===== config.mk =====
export PLATFORM = sky130hd
export DESIGN_NAME = dg_return_stack
export DESIGN_NICKNAME = d
export VERILOG_FILES = /design/src/rtl/dg_return_stack.sv
export SDC_FILE = /design/constraint.sdc
export NUM_CORES = 1
export LEC_CHECK = 0
export BUFFER_PORTS_ARGS = -buffer_cell sky130_fd_sc_hd__buf_4
export CAP_MARGIN = 20
export CORE_MARGIN = 2
export CORE_UTILIZATION = 50
export CTS_CLUSTER_DIAMETER = 100
export DETAILED_ROUTE_END_ITERATION = 6
export GPL_TIMING_DRIVEN = 1
export PLACE_DENSITY = 0.67
export SETUP_SLACK_MARGIN = 0.02
export SLEW_MARGIN = 10
export SYNTH_ARGS = -nofsm -noshare
export SYNTH_HDL_FRONTEND = slang
export SYNTH_SLANG_ARGS = --single-unit

===== constraint.sdc =====
create_clock -name clk -period 3.5 [get_ports clk]
set_input_delay 0.175 -clock clk [delete_from_list [all_inputs] [get_ports clk]]
set_output_delay 0.175 -clock clk [all_outputs]
set_load 0.02 [all_outputs]

===== src/rtl/dg_return_stack.sv =====
// dg_return_stack -- parametrised return-address stack for the DG00xx
// 4-bit controller family.
//
// CALL pushes the PC, and RET/RETSK pops the return address back into the PC.
// Entry 0 is the top of the stack. The storage is a chain of DEPTH registered
// cells. Each cell takes its value from the entry above it (push shift), from
// the entry below it (pop shift), or keeps its own value.
//
// Parameters
//   AW        entry width (PU:PL address)
//   DEPTH     number of entries, 2..16
//   OVF_MODE  push-on-full policy: 0 = drop oldest (shift), 1 = reject push
//   LW        width of level / peek_idx, 2**LW > DEPTH
//
// Ports
//   clk, rst_n   clock (posedge) / asynchronous active-low reset
//   push, pop    CALL / RET command; both together = replace top
//   push_data    address to push
//   flush        empty the stack (highest priority, flags untouched)
//   clr_err      clear sticky overflow/underflow (a same-cycle event wins)
//   peek_idx     debug read index, 0 = top
//   top          entry 0 (registered)
//   peek_data    entry[peek_idx], 0 when out of range (combinational)
//   level        valid entry count 0..DEPTH (registered)
//   empty, full  level == 0 / level == DEPTH (registered)
//   overflow     sticky: push while full
//   underflow    sticky: pop while empty

module dg_rs_cell #(
   parameter int AW = 10
) (
   input  logic          clk,
   input  logic          rst_n,
   input  logic          clr,
   input  logic          sel_up,
   input  logic          sel_down,
   input  logic [AW-1:0] up,
   input  logic [AW-1:0] down,
   output logic [AW-1:0] q
);
   always_ff @(posedge clk or negedge rst_n) begin
      if (!rst_n)        q <= '0;
      else if (clr)      q <= '0;
      else if (sel_up)   q <= up;
      else if (sel_down) q <= down;
   end
endmodule

module dg_return_stack #(
   parameter int AW       = 10,
   parameter int DEPTH    = 5,
   parameter int OVF_MODE = 0,
   parameter int LW       = 3
) (
   input  logic          clk,
   input  logic          rst_n,
   input  logic          push,
   input  logic          pop,
   input  logic [AW-1:0] push_data,
   input  logic          flush,
   input  logic          clr_err,
   input  logic [LW-1:0] peek_idx,
   output logic [AW-1:0] top,
   output logic [AW-1:0] peek_data,
   output logic [LW-1:0] level,
   output logic          empty,
   output logic          full,
   output logic          overflow,
   output logic          underflow
);

   logic [DEPTH-1:0][AW-1:0] ent;

   logic [LW-1:0] level_q, level_nxt;
   logic          empty_q, full_q;
   logic          ovf_q, unf_q;

   logic do_clr, do_in, do_out, do_rep;
   logic ovf_evt, unf_evt;

   // Command decode in priority order: flush, replace, push, pop.
   // A push with an empty stack (even with a pop) is an ordinary push.
   always_comb begin
      do_clr    = 1'b0;
      do_in     = 1'b0;
      do_out    = 1'b0;
      do_rep    = 1'b0;
      ovf_evt   = 1'b0;
      unf_evt   = 1'b0;
      level_nxt = level_q;
      if (flush) begin
         do_clr    = 1'b1;
         level_nxt = '0;
      end else if (push && pop && !empty_q) begin
         do_rep = 1'b1;
      end else if (push) begin
         if (!full_q) begin
            do_in     = 1'b1;
            level_nxt = level_q + LW'(1);
         end else begin
            ovf_evt = 1'b1;
            // Legacy mode keeps shifting, so the bottom entry falls off.
            if (OVF_MODE == 0) do_in = 1'b1;
         end
      end else if (pop) begin
         // The entries shift even when the stack is empty. The bottom entry
         // replicates, which keeps top consistent with the old shift stack.
         do_out = 1'b1;
         if (!empty_q) level_nxt = level_q - LW'(1);
         else          unf_evt   = 1'b1;
      end
   end

   for (genvar i = 0; i < DEPTH; i++) begin : g_ent
      logic [AW-1:0] up, down;
      logic          sel_up;
      if (i == 0) begin : g_top
         assign up     = push_data;
         assign sel_up = do_in | do_rep;
      end else begin : g_mid
         assign up     = ent[i-1];
         assign sel_up = do_in;
      end
      if (i == DEPTH-1) begin : g_bot
         assign down = ent[i];
      end else begin : g_nbot
         assign down = ent[i+1];
      end
      dg_rs_cell #(.AW(AW)) u_cell (
         .clk      (clk),
         .rst_n    (rst_n),
         .clr      (do_clr),
         .sel_up   (sel_up),
         .sel_down (do_out),
         .up       (up),
         .down     (down),
         .q        (ent[i])
      );
   end

   // empty/full are registered from the next level so that they line up with
   // level and top.
   always_ff @(posedge clk or negedge rst_n) begin
      if (!rst_n) begin
         level_q <= '0;
         empty_q <= 1'b1;
         full_q  <= 1'b0;
         ovf_q   <= 1'b0;
         unf_q   <= 1'b0;
      end else begin
         level_q <= level_nxt;
         empty_q <= (level_nxt == '0);
         full_q  <= (level_nxt == LW'(DEPTH));
         ovf_q   <= ovf_evt | (ovf_q & ~clr_err);
         unf_q   <= unf_evt | (unf_q & ~clr_err);
      end
   end

   always_comb begin
      peek_data = '0;
      for (int i = 0; i < DEPTH; i++)
         if (peek_idx == LW'(i)) peek_data = ent[i];
   end

   assign top       = ent[0];
   assign level     = level_q;
   assign empty     = empty_q;
   assign full      = full_q;
   assign overflow  = ovf_q;
   assign underflow = unf_q;

endmodule


==> results.md <==
- Mapped cell area: 3150 µm²
- Pint: 1.25 mW
- DR WL/cell: 16.1 µm
- Yosys reg bits: 57
- VDD IR max: 0.280 mV
- H-Tree Level Count: 3
- Grt total ovfl: 0
- Full die area: 6960 µm²
- Die Ht: 83.4 µm
- Hold Path Stages: 2
- Port Buffers: 45
- Synth Area in Compound Gates: 14.4%
- Total CTS buffers: 9
- XOR/XNOR share of the synthesized area: 0%
- Comb pwr share: 19.6%
- FP Rows: 28
- # setup viols final: 0
- Number of global-route vias before repair: 2666
- Simple-gate area share of the yosys netlist: 23.1%
- Reg area: 1430 µm²
- First-pass GRT wire length: 12800 µm
- CTS max path bufs: 2
- Synthesis-to-finish area growth: 16.0%
- Final wirelength: 7600 µm
- Detail Route Antenna Nets: 0
- Post-synth net total: 386
- Core footprint: 5990 µm²
- Vias per cell: 5.88
- Initial antenna violation count: 0
- Worst-Skew Late Latency: 0.34 ns
- Crit path DAT: 1.59 ns
- DRC: 0
- Total of max-cap violations: 0
- PostCTS Resize Cnt: 0
- Synth area leader: dfrtp_1
- GRT Overall Usage: 22.9%
- P_sw: 0.523 mW
- Yosys warns: 0
- Power Dens Cells: 486 nW/µm²
- Starting Density: 52.6%
- Crit-path cells: buf_4 > nor2b_1 > a22oi_1 > o22ai_1 > buf_4
- Worst Reg-to-Reg Cells: 4
- RSZ-0062 raised after global routing: false
- Post-synth top flop: dfrtp_1
- Vias post-DR: 2769
- Fin. Hold Viols: 0
- Setup Fix Bufs, Post-CTS: 0
- Setup CP Type: input port to primary output
- Worst path most repeated cell: buf_4
- Area of the multi-input gates: 1540 µm²
- Pre-Repair DR Iteration Count: 4
- Die W: 83.4 µm
- Routability cong.: 0.882
- Fin area: 3660 µm²
- FMAX: 568 MHz
- Dpl hpwl: 4970 µm
- Worst Clk Skew: 0.00860 ns
- Worst Max-Slew Pin Slew: 0.912 ns
- Count of flip-flops with a built-in enable after synthesis: 0
- Mean Syn Cell Area: 8.64 µm²
- Placed Area: 3430 µm²
- Tmin final: 1.76 ns
- Max-slew headroom: 39.2%
- Cell count after synthesis: 365
- Tcrit/Tclk final: 50.3%
- Leak Pwr: 1.75 nW
- Num Clock Sinks: 57
- Worst Path Required: 3.32 ns
- Main combinational cell family by area after synthesis: simple AND/OR/NAND/NOR gates
- Fin. max-slew vios: 0
- Worst path max stage delay: 0.66 ns
- HP Class: input port to flop
- Status: completed
- Synth cell types: 37
- Synth area leaders: dfrtp_1 (44%), nor2_1 (11%), mux2i_1 (9.8%)
- CTS root buf: clkbuf_8
- Clock slew at reported path FFs: 0.06 ns
- Adder and majority gate portion of the synthesized area: 0.794%
- Crit end category: primary output
- ANT cells: 0
- Maximum fanout along the worst path: 14
- Sw Share: 29.4%
- CP startpoint kind: input port
- CP max-delay cell: nor2b_1
- Layout cells sized above 1: 17.7%
- TritonCTS clock tree: yes
- IO Count: 46
- Largest net degree at the start of global routing: 60
- Register area share after synthesis: 45.3%
- 1st-iter DRT viols: 160
- Sequential fraction of design power: 43.4%
- Fraction of registers with async set/reset: 100%
- Setup TNS: 0 ns
- Clock power frac: 37.0%
- Mux contribution to synthesized area: 10.3%
- Share of the synthesized area in the top cell type: 44.4%
- Final net count: 413
- CTS Hold Buffers Added: 1
- Fill count: 522
-- state kept, by name, indices dropped and copies added (netlist names) --
register / cells
empty: 1
full: 1
g_ent.u_cell.q: 50
level: 3
overflow: 1
underflow: 1
-- path summary, 6_finish.rpt --
| check | start | end | slack [ns] |
|---|---|---|---|
| max | peek_idx[1] | peek_data[7] | 1.74 |
| min | clr_err | underflow | 0.02 |
| max reg2reg | empty | empty | 1.84 |
| min reg2reg | overflow | overflow | 0.54 |
| max in group asynchronous | rst_n | underflow | 2.56 |
| min in group asynchronous | rst_n | level[2] | 0.43 |
-- synthesized netlist by cell type, drive strengths merged (8+ instances only) --
master / number
nor2: 94
dfrtp: 56
a21oi: 31
mux2i: 31
nand2: 31
nor4: 20
buf: 17
clkbuf: 14
o31ai: 10
a22oi: 9
o22ai: 9
inv: 8
-- critical path: cells and delay by family --
kind            cells  cell delay [ns]
buf+inv             2             0.34
compound gates      2             0.41
simple gates        1             0.66
-- final cells by class --
class / count / share of cell area, %
clock inverter: 2 / 0.958
clock buffer: 13 / 4.89
timing repair buffer: 47 / 9.72
multi-input combinational: 269 / 42.0
sequential: 57 / 39.0
inverter: 8 / 0.821
tap: 75 / 2.57
-- stage by stage --
step / std cells / hold slack (ns) / utilization (%) / setup slack [ns] / power [mW]
after floorplan: 365 / -0.121 / - / 1.84 / 1.02
after global placement: 455 / 0.291 / 57.3 / 1.79 / 1.13
after detailed placement: 455 / 0.289 / 57.3 / 1.75 / 1.13
after CTS: 471 / 0.0120 / 61.0 / 1.74 / 1.79
after global routing: 471 / 0.0176 / 61.0 / 1.59 / 1.86
final: 471 / 0.0217 / 61.0 / 1.74 / 1.78
-- routing by layer --
layer	GRT usage, %	up-vias	part of all wire, %
li1	-	1326	-
met1	29.3	1359	44
met2	37.5	74	50
met3	5.47	10	5.1
met4	9.09	0	1.7
met5	0	-	0
-- power groups by stage --
stage                     clock [mW]  sequential [mW]  combinational, mW
after global routing           0.696            0.779              0.384
after CTS                      0.667            0.772              0.351
after global placement             0            0.783              0.344
final                          0.658            0.772              0.348
after floorplan                    0            0.785              0.234
after detailed placement           0            0.783              0.349
-- cell families after synthesis --
group | Yosys count
simple gates | 164
compound gates | 71
flops | 57
buf+inv | 39
mux | 32
fa+ha+maj | 2
-- layout by cell type, fill, tap and decap left out, types with 2 or more instances in the layout --
master / n
a211oi_2: 2
a21o_1: 2
a21oi_1: 31
a22oi_1: 9
and2_1: 3
buf_4: 46
clkbuf_8: 13
dfrtp_1: 56
ha_1: 2
inv_1: 8
mux2i_1: 31
nand2_1: 30
nand2b_1: 2
nand3_1: 3
nor2_1: 94
nor2b_1: 3
nor4_1: 20
o21ai_0: 2
o22ai_1: 9
o31ai_1: 10
o32ai_1: 3
No activity file was read; power rests on OpenSTA's default activity.
